$ cat src/rtl/seq_detector_moore_param.sv
// Parametrised Moore serial pattern detector with KMP-style transitions,
// run-time overlap select, input enable and a saturating match counter.
module seq_detector_moore_param #(
    parameter int             N       = 4,
    parameter logic [N-1:0]   PATTERN = 4'b1011,
    parameter int             CNT_W   = 8,
    parameter int             SW      = $clog2(N+1)
) (
    input  logic             clk,
    input  logic             clear,
    input  logic             en,
    input  logic             x,
    input  logic             overlap,
    output logic             z,
    output logic [CNT_W-1:0] match_cnt,
    output logic [SW-1:0]    Q
);

    localparam logic [CNT_W-1:0] CNT_MAX = '1;
    localparam logic [SW-1:0]    S_FULL  = SW'(N);

    // The state value is the matched prefix length, so it is a plain count
    // rather than a symbolic enumeration.
    typedef logic [SW-1:0] state_t;

    state_t           state;
    state_t           state_next;
    logic [CNT_W-1:0] cnt_next;

    // Longest prefix of PATTERN that is a suffix of (PATTERN prefix of length s, then b).
    // Called with s = N this gives the overlapping continuation after a full match.
    function automatic state_t kmp_next(input int s, input logic b);
        logic [16:0] w;
        int          len;
        int          best;
        logic        ok;
        w = '0;
        for (int i = 0; i < N; i++) begin
            if (i < s) w[i] = PATTERN[N-1-i];
        end
        w[s] = b;
        len  = s + 1;
        best = 0;
        for (int k = 1; k <= N; k++) begin
            if (k <= len) begin
                ok = 1'b1;
                for (int j = 0; j < N; j++) begin
                    if (j < k && w[len-k+j] != PATTERN[N-1-j]) ok = 1'b0;
                end
                if (ok) best = k;
            end
        end
        return SW'(best);
    endfunction

    always_ff @(posedge clk) begin
        if (clear) begin
            state     <= '0;
            match_cnt <= '0;
        end else begin
            state     <= state_next;
            match_cnt <= cnt_next;
        end
    end

    // Non-overlapping mode restarts from the empty prefix after a full match.
    always_comb begin
        state_next = state;
        cnt_next   = match_cnt;
        if (en) begin
            for (int s = 0; s <= N; s++) begin
                if (state == SW'(s)) begin
                    if (s == N && !overlap) state_next = kmp_next(0, x);
                    else                    state_next = kmp_next(s, x);
                end
            end
            if (state_next == S_FULL && match_cnt != CNT_MAX)
                cnt_next = match_cnt + 1'b1;
        end
    end

    assign z = (state == S_FULL);
    assign Q = state;

endmodule

$ cat config.mk
export PLATFORM = sky130hd
export DESIGN_NAME = seq_detector_moore_param
export DESIGN_NICKNAME = d
export VERILOG_FILES = /design/src/rtl/seq_detector_moore_param.sv
export SDC_FILE = /design/constraint.sdc
export NUM_CORES = 1
export LEC_CHECK = 0
export ABC_AREA = 1
export CORE_AREA = 2 2 41 43
export CTS_CLUSTER_DIAMETER = 200
export DETAILED_ROUTE_END_ITERATION = 8
export DIE_AREA = 0 0 43 45
export GPL_TIMING_DRIVEN = 1
export PLACE_DENSITY = 0.79
export SLEW_MARGIN = 20
export SYNTH_ARGS = -nofsm -noshare
export SYNTH_HDL_FRONTEND = slang
export SYNTH_SLANG_ARGS = --single-unit
$ cat constraint.sdc
create_clock -name clk -period 2.6 [get_ports clk]
set_input_delay 0.52 -clock clk [delete_from_list [all_inputs] [get_ports clk]]
set_output_delay 0.52 -clock clk [all_outputs]
set_load 0.02 [all_outputs]
# Yosys cells after proc, flatten, opt, wreduce, memory -nomap -nowiden
# Cells that the tools add are included.
dict set report classes {
  add_sub_neg 1
  eq_ne 6
  muxes 90
  reduce_logical 3
}
# operator n
set op_table {}
lappend op_table {{1-bit 2-to-1 mux} 74}
lappend op_table {{3-bit 2-to-1 mux} 15}
lappend op_table {{8-bit by 1-bit adder with 8-bit output, second input constant} 1}
lappend op_table {{8-bit inequality test, second input constant} 1}
lappend op_table {{3-bit by 2-bit equality test with 1-bit output, second input constant} 2}
lappend op_table {{3-bit equality test, second input constant} 2}
lappend op_table {{3-bit by 1-bit equality test with 1-bit output, second input constant} 1}
lappend op_table {{3-bit zero test} 1}
lappend op_table {{2-bit 2-to-1 mux} 1}
lappend op_table {{2-bit AND reduction} 1}
lappend op_table {{1-bit logical AND} 1}
dict set report totals {
  ff_bits 11
  inputBits 5
  output_inout_bits 12
  wordCells 102
}

# Depth between registers and ports, before layout
dict set report logic_depth {
  ltp_word 17
  ltp_mapped 9
  depth_no_buf 9
}

# Least setup slack after synthesis
# Ideal clock, no wire load.
dict set report synth_path {
  path_type {reg2reg}
  from {register match_cnt[0]}
  to {register match_cnt[4]}
  setup_time_ns 0.139
  arrival_time_ns 1.243
  required_ns 2.461
  path_slack_ns 1.218
  stages_incl_launch_ff 9
  n_path_buf 0
  period_less_slack_ns 1.382
  cell_sequence {dfxtp_1 > ha_1 > nand2_2 > nor2_4 > nand2_2 > nand2_2 > nor2_4 > nand2_1 > a21oi_2}
}
dict set report synth_between {
  elab_chain_len 3
  elab_cells_between_ends 4
  classes_between {1 x add/sub; 1 x eq/ne; 2 x reduce/logical}
}
# element line_no
set synth_rtl {}
lappend synth_rtl {{start: declaration} 15} ;# output logic [CNT_W-1:0] match_cnt,
lappend synth_rtl {{start signal: assignment} 62} ;# match_cnt <= cnt_next;
lappend synth_rtl {{branches (longest 3 deep; another with 8-bit by 1-bit adder with 8-bit output)} n/a}
# Several ways; the timed one is not identified.
# A chain may end at the register's enable or synchronous reset.

# Final worst setup path
dict set report layout_path {
  from {register state[2] (netlist: Q[2])}
  to {output z}
}
dict set report layout_between {
  elab_chain_len 1
}
# element line_no
set layout_rtl {}
lappend layout_rtl {{start: declaration} 26} ;# state_t state;
lappend layout_rtl {{start signal: assignment} 61} ;# state <= state_next;
lappend layout_rtl {{3-bit equality test} 82} ;# assign z = (state == S_FULL);
lappend layout_rtl {{end: declaration} 14} ;# output logic z,
# Every way passes these cells.

==> results.sh <==
export IMPL_outcome="finished, final reports clean"
export IMPL_ctsResizeCount=0
export IMPL_netlist_top_cells_area="dfxtp_1 32%, nand2_1 17%, a21oi_2 8.8%, inv_1 7.0%, o21ai_0 4.3%"
export IMPL_fmax_ghz=0.494
export IMPL_row_count=14
export IMPL_drive_gt1_frac=0.168
export IMPL_cp_data_arrival_time_ns=1.51
export IMPL_cts_sinks=11
export IMPL_first_pass_iters=4
export IMPL_cts_clk_slew_worst_paths_ns=0.07
export IMPL_drt_iter0_drc=5
export IMPL_nets=126
export IMPL_cp_required_ns=2.08
export IMPL_relSlewSlack=0.638
export IMPL_ys_ff_latch=11
export IMPL_ant_nets=0
export IMPL_synth_top_area_share=0.317
export IMPL_yosys_area_top_type="dfxtp_1"
export IMPL_leakagePower_nw=0.361
export IMPL_endpoint_kind="output port"
export IMPL_core_area_mm2=0.00147
export IMPL_vdd_ir_drop_max_mv=0.239
export IMPL_syn_instance_count=100
export IMPL_seq_area_um2=220
export IMPL_design_power_total_uw=331
export IMPL_hold_class="reg2reg"
export IMPL_worst_slew_pin_slew_ns=0.541
export IMPL_place_ws_ns=0.807
export IMPL_clock_skew_final_ns=0.00206
export IMPL_root_buffer="clkbuf_4"
export IMPL_finalSetupViolCount=0
export IMPL_netlist_area_um2=696
export IMPL_critPathKind="reg2out"
export IMPL_rsz0062_at_grt="false"
export IMPL_ff2ff_setup_slack_ns=1.24
export IMPL_drc=0
export IMPL_avgSynthCellArea_um2=6.96
export IMPL_gp_congestion=0.808
export IMPL_grt_pass1_wl_um=2440
export IMPL_multi_input_area_um2=414
export IMPL_clockBufferDepth=2
export IMPL_powerDensity_mw_per_mm2=368
export IMPL_io_pins=17
export IMPL_die_w_um=43
export IMPL_grt_max_degree=12
export IMPL_initial_core_util=0.473
export IMPL_die_area_mm2=0.00194
export IMPL_clock_latency_ns=0.28
export IMPL_grt_usage=0.173
export IMPL_wl_per_cell_um=10.5
export IMPL_portBuffers=16
export IMPL_ys_types=21
export IMPL_yosysWarnings=0
export IMPL_area_growth_pct=29.1
export IMPL_antenna_cells=0
export IMPL_period_needed_ns=2.03
export IMPL_hold_viol=0
export IMPL_grt_pass1_vias=615
export IMPL_dieHeight_um=45
export IMPL_critPathMaxFanout=7
export IMPL_hold_depth=2
export IMPL_rr_worst_depth=8
export IMPL_h_tree_depth=1
export IMPL_wl_um=1410
export IMPL_vias_per_cell=4.90
export IMPL_n_fill_cell=136
export IMPL_cts_buffers=3
export IMPL_slew_violations=0
export IMPL_holdBufCountCts=0
export IMPL_synth_nets=106
export IMPL_grt_overflow_total=0
export IMPL_worst_slack_ns=0.575
export IMPL_cts_tree="built"
export IMPL_finalCritPeriodShare=0.779
export IMPL_worstSetupStartpointType="flop"
export IMPL_antenna_found_initial=0
export IMPL_hpwl_um=1050
export IMPL_cts_setup_buffers=0
export IMPL_synth_seq_area_share=0.317
export IMPL_setup_tns_ns=0
export IMPL_vias=662
export IMPL_cap_violations=0
[Yosys cell counts]
library cell	number
nand3_4	1
xor2_1	3
nand4_1	2
o21ai_0	6
inv_1	13
dfxtp_1	11
nor2_4	2
nor2_1	3
a21oi_2	7
clkinv_2	1
nor2_2	1
nand4_2	1
a21oi_1	4
nand2_1	32
nand2_2	3
nand3b_1	2
ha_1	1
o211ai_1	1
nand3_1	4
clkbuf_1	1
inv_2	1
[final cells by class]
cell class / instances / area share
flip-flops and latches: 11 / 0.245
well taps: 16 / 0.0223
repair buffers: 16 / 0.178
multi-input cells: 73 / 0.461
clock buffers: 4 / 0.0292
inverters: 15 / 0.0641
[placed cells by master (no fill, tap or decap), drive strengths merged]
| cell type | count |
|---|---|
| nand3b | 2 |
| ha | 1 |
| xor2 | 3 |
| a21oi | 11 |
| o21ai | 6 |
| clkinv | 1 |
| o211ai | 1 |
| nand4 | 3 |
| nand3 | 5 |
| clkdlybuf4s50 | 16 |
| inv | 14 |
| dfxtp | 11 |
| nor2 | 6 |
| clkbuf | 4 |
| nand2 | 35 |
[registers in the layout, summed over array words and instances (netlist names)]
signal	count
match_cnt	8
Q	3
[stage by stage]
stage          cells  hold slack [ns]   util  cell area (um^2)
2_1_floorplan    100            0.578      -               696
3_3_place_gp     131            0.497  0.593               872
3_5_place_dp     131            0.512  0.593               872
4_1_cts          135            0.525  0.611               898
5_1_grt          135            0.554  0.611               898
6_report         135            0.522  0.611               898
[routing by layer]
metal  share of wire  wire, um  track usage  vias up
li1                -         -            -      355
met1            0.47       658        0.191      287
met2            0.44       626        0.291       15
met3           0.056        79       0.0440        5
met4           0.034        48        0.127        0
met5               0         0            0        -
[worst paths after layout]
path,start,endpoint
min reg2reg,match_cnt[3]$_SDFFE_PP0P_,match_cnt[3]$_SDFFE_PP0P_
max,Q[2]$_SDFFE_PP0P_,z
min,match_cnt[3]$_SDFFE_PP0P_,match_cnt[3]$_SDFFE_PP0P_
max reg2reg,match_cnt[0]$_SDFFE_PP0P_,match_cnt[5]$_SDFFE_PP0P_
[power breakdown]
part           leakage (nW)  internal [mW]  switching (mW)
logic                 0.257         0.0145          0.0191
registers            0.0891          0.171         0.00353
clock network        0.0150         0.0596          0.0632
total                 0.361          0.245          0.0858
[cell families (layout without fill, tap and decap cells)]
kind of cell / Yosys count / after routing / share of synthesized area
AOI/OAI and AO/OA: 18 / 18 / 0.171
buffers and inverters: 16 / 35 / 0.0881
DFF: 11 / 11 / 0.317
adders and majority gates: 1 / 1 / 0.0180
xor gates and xnor gates: 3 / 3 / 0.0378
and+or+nand+nor: 51 / 51 / 0.369
[critical path, stage by stage, from the launching register on]
cell	delay, ns
dfxtp_1	0.45
nand3_1	0.11
inv_1	0.08
clkdlybuf4s50_1	0.59
No activity file was read; power rests on OpenSTA's default activity.
